<file path="src/rtl/mio_defs.sv">
// Shared definitions for the memory/IO bus controller: FSM states, IO offsets, region decode.
package mio_defs;

   typedef enum logic [2:0] {
      IDLE   = 3'd0,
      RAM_RD = 3'd1,
      RAM_WR = 3'd2,
      IO     = 3'd3,
      ACK    = 3'd4
   } state_t;

   typedef enum logic [1:0] {
      OFF_GPIO  = 2'd0,
      OFF_TIMER = 2'd1,
      OFF_CTRL  = 2'd2,
      OFF_NONE  = 2'd3
   } io_off_t;

   localparam logic [3:0] IO_BASE_DEF = 4'hF;

   // True when the byte address falls in the IO region.
   function automatic logic is_io(input logic [31:0] addr, input logic [3:0] base);
      return addr[31:28] == base;
   endfunction

endpackage

</file>
<file path="src/rtl/mio_timer.sv">
// Free-running 32-bit timer with enable, CPU write port and sticky wrap flag.
module mio_timer (
   input  logic        clk,
   input  logic        reset,
   input  logic        val_wr,
   input  logic        ctrl_wr,
   input  logic [31:0] din,
   output logic [31:0] value,
   output logic        enable,
   output logic        irq
);

   logic wrap;

   // A CPU write to the counter suppresses that cycle's increment, so no wrap either.
   assign wrap = enable && !val_wr && (value == '1);

   // Counter: CPU write has priority over the increment.
   always_ff @(posedge clk or negedge reset) begin
      if (!reset)       value <= '0;
      else if (val_wr)  value <= din;
      else if (enable)  value <= value + 32'd1;
   end

   // Enable bit from ctrl bit 0.
   always_ff @(posedge clk or negedge reset) begin
      if (!reset)       enable <= 1'b0;
      else if (ctrl_wr) enable <= din[0];
   end

   // Sticky wrap flag; a wrap in the same cycle as a clear keeps it set.
   always_ff @(posedge clk or negedge reset) begin
      if (!reset)                   irq <= 1'b0;
      else if (wrap)                irq <= 1'b1;
      else if (ctrl_wr && din[1])   irq <= 1'b0;
   end

endmodule

</file>
<file path="src/rtl/mio_bus_ctrl.sv">
// CPU-facing memory/IO controller: routes word accesses to RAM, GPIO or timer and acks each one.
module mio_bus_ctrl
   import mio_defs::*;
#(
   parameter int unsigned RAM_AW  = 10,
   parameter int unsigned RAM_LAT = 1,
   parameter logic [3:0]  IO_BASE = IO_BASE_DEF
) (
   input  logic              clk,
   input  logic              reset,
   input  logic              cpu_mio,
   input  logic              mem_w,
   input  logic [31:0]       addr_in,
   input  logic [31:0]       data_from_cpu,
   output logic [31:0]       data_to_cpu,
   output logic              mio_ready,
   output logic              ram_en,
   output logic              ram_we,
   output logic [RAM_AW-1:0] ram_addr,
   output logic [31:0]       ram_din,
   input  logic [31:0]       ram_dout,
   input  logic [15:0]       sw_in,
   output logic [15:0]       led_out,
   output logic              timer_irq
);

   localparam logic [2:0] LAT_INIT = 3'(RAM_LAT);

   state_t      state, state_next;
   logic [2:0]  wait_cnt, wait_next;
   logic        en_next, we_next, rdy_next;
   logic        cap_ram, cap_io;
   io_off_t     off;
   logic [31:0] io_rdata;
   logic        io_wr;
   logic        tmr_val_wr, tmr_ctrl_wr, tmr_en;
   logic [31:0] tmr_value;
   logic        unused_addr;

   assign off         = io_off_t'(addr_in[3:2]);
   assign ram_addr    = addr_in[RAM_AW+1:2];
   assign ram_din     = data_from_cpu;
   assign io_wr       = (state == IO) && mem_w;
   assign tmr_val_wr  = io_wr && (off == OFF_TIMER);
   assign tmr_ctrl_wr = io_wr && (off == OFF_CTRL);
   assign unused_addr = ^addr_in;

   mio_timer u_timer (
      .clk     (clk),
      .reset   (reset),
      .val_wr  (tmr_val_wr),
      .ctrl_wr (tmr_ctrl_wr),
      .din     (data_from_cpu),
      .value   (tmr_value),
      .enable  (tmr_en),
      .irq     (timer_irq)
   );

   // IO read mux by word offset.
   always_comb begin
      io_rdata = '0;
      case (off)
         OFF_GPIO:  io_rdata = {16'h0000, sw_in};
         OFF_TIMER: io_rdata = tmr_value;
         OFF_CTRL:  io_rdata = {30'b0, timer_irq, tmr_en};
         default:   io_rdata = '0;
      endcase
   end

   // Next state plus next values of the registered strobes (ram_en/ram_we/mio_ready).
   always_comb begin
      state_next = state;
      wait_next  = wait_cnt;
      en_next    = 1'b0;
      we_next    = 1'b0;
      rdy_next   = 1'b0;
      cap_ram    = 1'b0;
      cap_io     = 1'b0;
      case (state)
         IDLE: begin
            if (cpu_mio) begin
               if (is_io(addr_in, IO_BASE)) begin
                  state_next = IO;
               end else if (mem_w) begin
                  state_next = RAM_WR;
                  en_next    = 1'b1;
                  we_next    = 1'b1;
               end else begin
                  state_next = RAM_RD;
                  en_next    = 1'b1;
                  wait_next  = LAT_INIT;
               end
            end
         end
         RAM_RD: begin
            if (wait_cnt == 3'd0) begin
               state_next = ACK;
               rdy_next   = 1'b1;
               cap_ram    = 1'b1;
            end else begin
               wait_next = wait_cnt - 3'd1;
            end
         end
         RAM_WR: begin
            state_next = ACK;
            rdy_next   = 1'b1;
         end
         IO: begin
            state_next = ACK;
            rdy_next   = 1'b1;
            cap_io     = !mem_w;
         end
         ACK:     state_next = IDLE;
         default: state_next = IDLE;
      endcase
   end

   // State and wait-count registers.
   always_ff @(posedge clk or negedge reset) begin
      if (!reset) begin
         state    <= IDLE;
         wait_cnt <= '0;
      end else begin
         state    <= state_next;
         wait_cnt <= wait_next;
      end
   end

   // Strobes are registered so they align with the state they belong to; reset drops them at once.
   always_ff @(posedge clk or negedge reset) begin
      if (!reset) begin
         ram_en      <= 1'b0;
         ram_we      <= 1'b0;
         mio_ready   <= 1'b0;
         data_to_cpu <= '0;
         led_out     <= '0;
      end else begin
         ram_en    <= en_next;
         ram_we    <= we_next;
         mio_ready <= rdy_next;
         if (cap_ram)     data_to_cpu <= ram_dout;
         else if (cap_io) data_to_cpu <= io_rdata;
         if (io_wr && (off == OFF_GPIO)) led_out <= data_from_cpu[15:0];
      end
   end

endmodule

</file>
<file path="config.mk">
export PLATFORM = sky130hd
export DESIGN_NAME = mio_bus_ctrl
export DESIGN_NICKNAME = d
export VERILOG_FILES = /design/src/rtl/mio_defs.sv /design/src/rtl/mio_timer.sv /design/src/rtl/mio_bus_ctrl.sv
export SDC_FILE = /design/constraint.sdc
export NUM_CORES = 1
export LEC_CHECK = 0
export BUFFER_PORTS_ARGS = -buffer_cell sky130_fd_sc_hd__buf_2
export CORE_MARGIN = 3
export CORE_UTILIZATION = 52
export DETAILED_ROUTE_END_ITERATION = 10
export PLACE_DENSITY = 0.93
export SYNTH_ARGS = -nofsm -noshare
export SYNTH_HDL_FRONTEND = slang
export SYNTH_SLANG_ARGS = --single-unit
</file>
<file path="constraint.sdc">
create_clock -name clk -period 4.3 [get_ports clk]
set_clock_uncertainty 0.1 [all_clocks]
set_input_delay 1.29 -clock clk [delete_from_list [all_inputs] [get_ports clk]]
set_output_delay 1.29 -clock clk [all_outputs]
set_load 0.005 [all_outputs]
</file>
* Yosys cells after proc, flatten, opt, wreduce, memory -nomap -nowiden
Index checks and enable logic that the tools add are counted.
Word-level totals: register bits after elaboration 91, bits of input ports 116, output and inout bits 94
Operators by class: add/subtract/negate cells 2, equal/unequal tests 12, muxes and demuxes 28, reduce and logical (&&, ||, !) cells 19
Operators with widths (count):
- 2-to-1 mux 32 bit | 4
- one-hot mux 32 bit (3 select lines) | 1
- adder 32 x 1 -> 32 bit (second input constant) | 1
- equality test 32 bit (second input constant) | 1
- 2-to-1 mux 3 bit | 6
- 2-to-1 mux 1 bit | 12
- != test 2 bit (second input constant) | 5
- one-hot mux 3 bit (3 select lines) | 1
- nonzero test 2 bit | 4
- logical AND 1 bit | 7
- equality test 3 x 2 -> 1 bit (second input constant) | 2
- logical NOT 3 bit | 2
- one-hot mux 3 bit (2 select lines) | 1
- AND reduction 5 bit | 1
- equality test 4 bit (second input constant) | 1
- 2-to-1 mux 2 bit | 2
- equality test 3 x 1 -> 1 bit (second input constant) | 1
- subtractor 3 x 1 -> 3 bit (second input constant) | 1
- equality test 2 x 1 -> 1 bit (second input constant) | 1
- equality test 2 bit (second input constant) | 1
- logical NOT 1 bit | 2
- logical NOT 2 bit | 1
- one-hot mux 1 bit (2 select lines) | 1
- AND reduction 2 bit | 1
- OR reduction 2 bit | 1

* Longest topological paths before layout
depth in word-level cells 7, mapped depth 7, mapped depth without buffers 7

* Hierarchy
A second synthesis with hierarchy kept.
Second synthesis, totals: cells, all modules 527, area, all modules 5131.2 sq um
By module, submodules not included:
- mio_bus_ctrl | times used 1, cells each 322, area each 3243.1 sq um, seq. area each 1426.4 sq um
- mio_timer | times used 1, cells each 205, area each 1888.1 sq um, seq. area each 850.8 sq um

* Worst setup path after synthesis
Ideal clock, no wire load.
path kind input -> output, start in addr_in[2], end out ram_addr[0], arrival 1.401 ns, path slack 1.509 ns, stages on the path 1, cell sequence buf_4
RTL lines:
- from (decl) | line mio_bus_ctrl.sv:13 | input logic [31:0] addr_in,
- to (decl) | line mio_bus_ctrl.sv:19 | output logic [RAM_AW-1:0] ram_addr,
No word-level cell between the ends.

* Final worst setup path
start in addr_in[2], end out ram_addr[0]
No word-level cell between the ends.

==> metrics.md <==
| Metric | Value |
|---|---|
| Status | `finished, final reports clean` |
| H-tree Lvls | `3` |
| Largest net degree at the start of global routing | `slightly above 90` |
| Clock Tree Root | `clkbuf_8` |
| Critical Path AT | `1960 ps` |
| Dominant cells by area after synthesis | `dfrtp_1 (47%), buf_4 (6.5%), nand2_1 (4.5%), nor2_1 (3.9%), mux2_2 (3.9%)` |
| Worst setup EP type | `output pin` |
| Post-CTS Hold Buffers | `0` |
| Placed Area | `between 5000 and 6000 um2` |
| Slew @ Worst Pin | `~1100 ps` |
| HPWL after DPL | `9473 um` |
| Cell Pwr Density | `581.9 nW/um2` |
| Warnings from Yosys | `0` |
| Crit path max fanout | `22` |
| Period Utilization, post-route | `77.92%` |
| I/O Buffers | `~180` |
| Global placement routability congestion | `0.8868` |
| Post-Syn Nets | `637` |
| Final Hold Fails | `0` |
| Num CTS Buffers | `9` |
| CTS clk-pin slew, worst paths | `90 ps` |
| Register area share after synthesis | `46.64%` |
| Final core utilization | `between 60 and 70%` |
| Final Max Slew Viols | `0` |
| Async SR Flop Fraction | `100.0%` |
| FF+latch count, synth | `91` |
| Req. time, crit path | `2910 ps` |
| Max-cap violations | `0` |
| Drt pass-1 iters | `5` |
| CP Launch Type | `input pin` |
| Cell count after synthesis | `a little over 500` |
| Clock sink count | `just over 90` |
| DR vias | `4,224` |
| Placement Setup Slack | `around 950 ps` |
| Crit path max-delay family | `buffers and inverters` |
| Congestion Overflow GR | `0` |
| Initial antenna violation count | `0` |
| DRT antenna net count | `0` |
| RSZ-0062 raised after global routing | `no` |
| Fill cells | `761` |
| Post-synth EDFFs | `0` |
| Synth top area share | `a little under half` |
| Final WL | `12,550 um` |
| Clk_lat worst skew | `350 ps` |
| WHS | `408.0 ps` |
| First-pass GRT wire length | `19,960 um` |
| Share of post-route cells with drive strength above 1 | `about a third` |
| Commonest non-fill, non-tap cell in the layout | `buf_2` |
| Vias per inst | `around 5.6` |
| Tot Pwr | `3.326 mW` |
| CTS tree | `built` |
| I/O pin count | `between 200 and 250` |
| Max Clock Freq | `~0.30 GHz` |
| Commonest cells after routing, fill and taps aside | `buf_2 (174), dfrtp_1 (91), nand2_1 (59)` |
| Worst path buffer plus inverter count | `2` |
| Final WS setup | `949.6 ps` |
| Final setup fails | `0` |
| Setup TNS | `0 ps` |
| Number of nets in the layout | `760` |
| Ys flop type | `dfrtp_1` |
| Die Height | `102.9 um` |
| Clock Tree Buf Depth | `2` |
| Dpl cells | `738` |
| Netlist Area Pre-Place | `4882 um2` |
| Rows | `34` |
| Distinct cells, synth | `40` |
| Hold Path Class | `register to register` |
| Leak | `between 2 and 3 nW` |
| Die Wd | `102.9 um` |
| CTS resizes | `0` |
| All-Layer GR Usage | `about 24%` |
| CP most frequent cell | `buf_2` |
| Final Cell Area | `5715 um2` |
| Crit path kind | `input pin to output pin` |
| # diodes | `0` |
| Vias in the first global route | `4,131` |
| Slew HR | `24.16%` |
| Avg WL per Cell | `~17 um` |
| Reg area | `2277 um2` |
| Crit path max-delay cell type | `buf_2` |
| Layout area overhead | `17.07%` |
| Post-CTS Setup Inserts | `0` |
| Post-route insts no fill | `754` |
| Crit path largest cell delay | `450 ps` |
| Yosys top cell by area | `dfrtp_1` |
| Die Area | `between 10,000 and 15,000 um2` |
| Core area | `8934 um2` |
| Initial Utilization | `54.65%` |
| Shortest period the worst path allows | `3350 ps` |
| DRT iter0 DRCs | `between 200 and 300` |
| Critical Path, Cell by Cell | `buf_2 -> buf_2` |
| Syn Area/Cell | `9.425 um2` |
| Multi-input gate area in the final layout | `2182 um2` |
| Worst IR Drop VDD | `231.1 uV` |
| # DRC | `0` |
==> per-layer routing <==
layer | part of all wire, % | vias to the layer above | global-route usage [%]
li1 | - | 2021 | -
met5 | 0 | - | 0
met2 | 47 | 184 | 37.64
met3 | 6.6 | 21 | 3.451
met4 | 1.9 | 0 | 9.761
met1 | 44 | 1998 | 33.64
==> synth_stat cells (2+ instances only) <==
cell type	instances
o21ai_1	3
inv_1	3
nand2b_1	4
nor4_2	2
mux2_2	17
a31oi_1	17
and3_1	7
a221o_1	8
buf_4	42
clkbuf_1	20
and2_1	3
nand2_1	59
nor4_1	5
xor2_1	14
nor2_1	51
or3_1	2
and4_1	3
a21oi_1	23
nand4_2	2
nand4_1	12
dfrtp_1	91
nand3_1	26
ha_1	3
buf_1	3
nor3_1	16
buf_2	3
o21ai_0	29
xnor2_1	16
mux2i_1	18
nor2b_1	6
==> final cells by class <==
class / count / share of cell area, %
Sequential cell: 91 / 39.84
Timing Repair Buffer: 180 / 16.02
Tap cell: 108 / 2.364
Clock buffer: 11 / 2.299
Multi-Input combinational cell: 356 / 38.18
Clock inverter: 5 / 1.095
Inverter: 3 / 0.1970
==> where the power goes <==
group	switching (mW)	internal, mW	leakage [nW]
sequential	0.346	1.22	1.07
combinational	0.605	0.577	1.52
clock	0.309	0.273	0.0901
==> worst paths after layout <==
path	end	depth (start not counted)	startpoint	slack, ps
min in group asynchronous	led_out[5]	1	reset	1030
setup / recovery	ram_addr[0]	2	addr_in[2]	950
setup reg to reg	u_timer.value[29]	5	u_timer.enable	2040
hold reg to reg	led_out[4]	1	led_out[4]	410
max in group asynchronous	u_timer.value[26]	1	reset	2310
hold / removal	led_out[4]	1	led_out[4]	410
==> registers in the layout (all words and copies together) (netlist names) <==
name            count
data_to_cpu        32
mio_ready           1
u_timer.irq         1
wait_cnt            3
state               3
ram_we              1
u_timer.value      32
u_timer.enable      1
ram_en              1
led_out            16
==> cell families after synthesis <==
logic type	synth area share [%]
multiplexers	7.611
adder cells (fa/ha/maj)	0.7689
XOR/XNOR	5.382
AND/OR/NAND/NOR	21.07
buffers and inverters	8.765
AO/OA/AOI/OAI	9.764
flip-flops	46.64
Power figures use the tool's default switching activity.
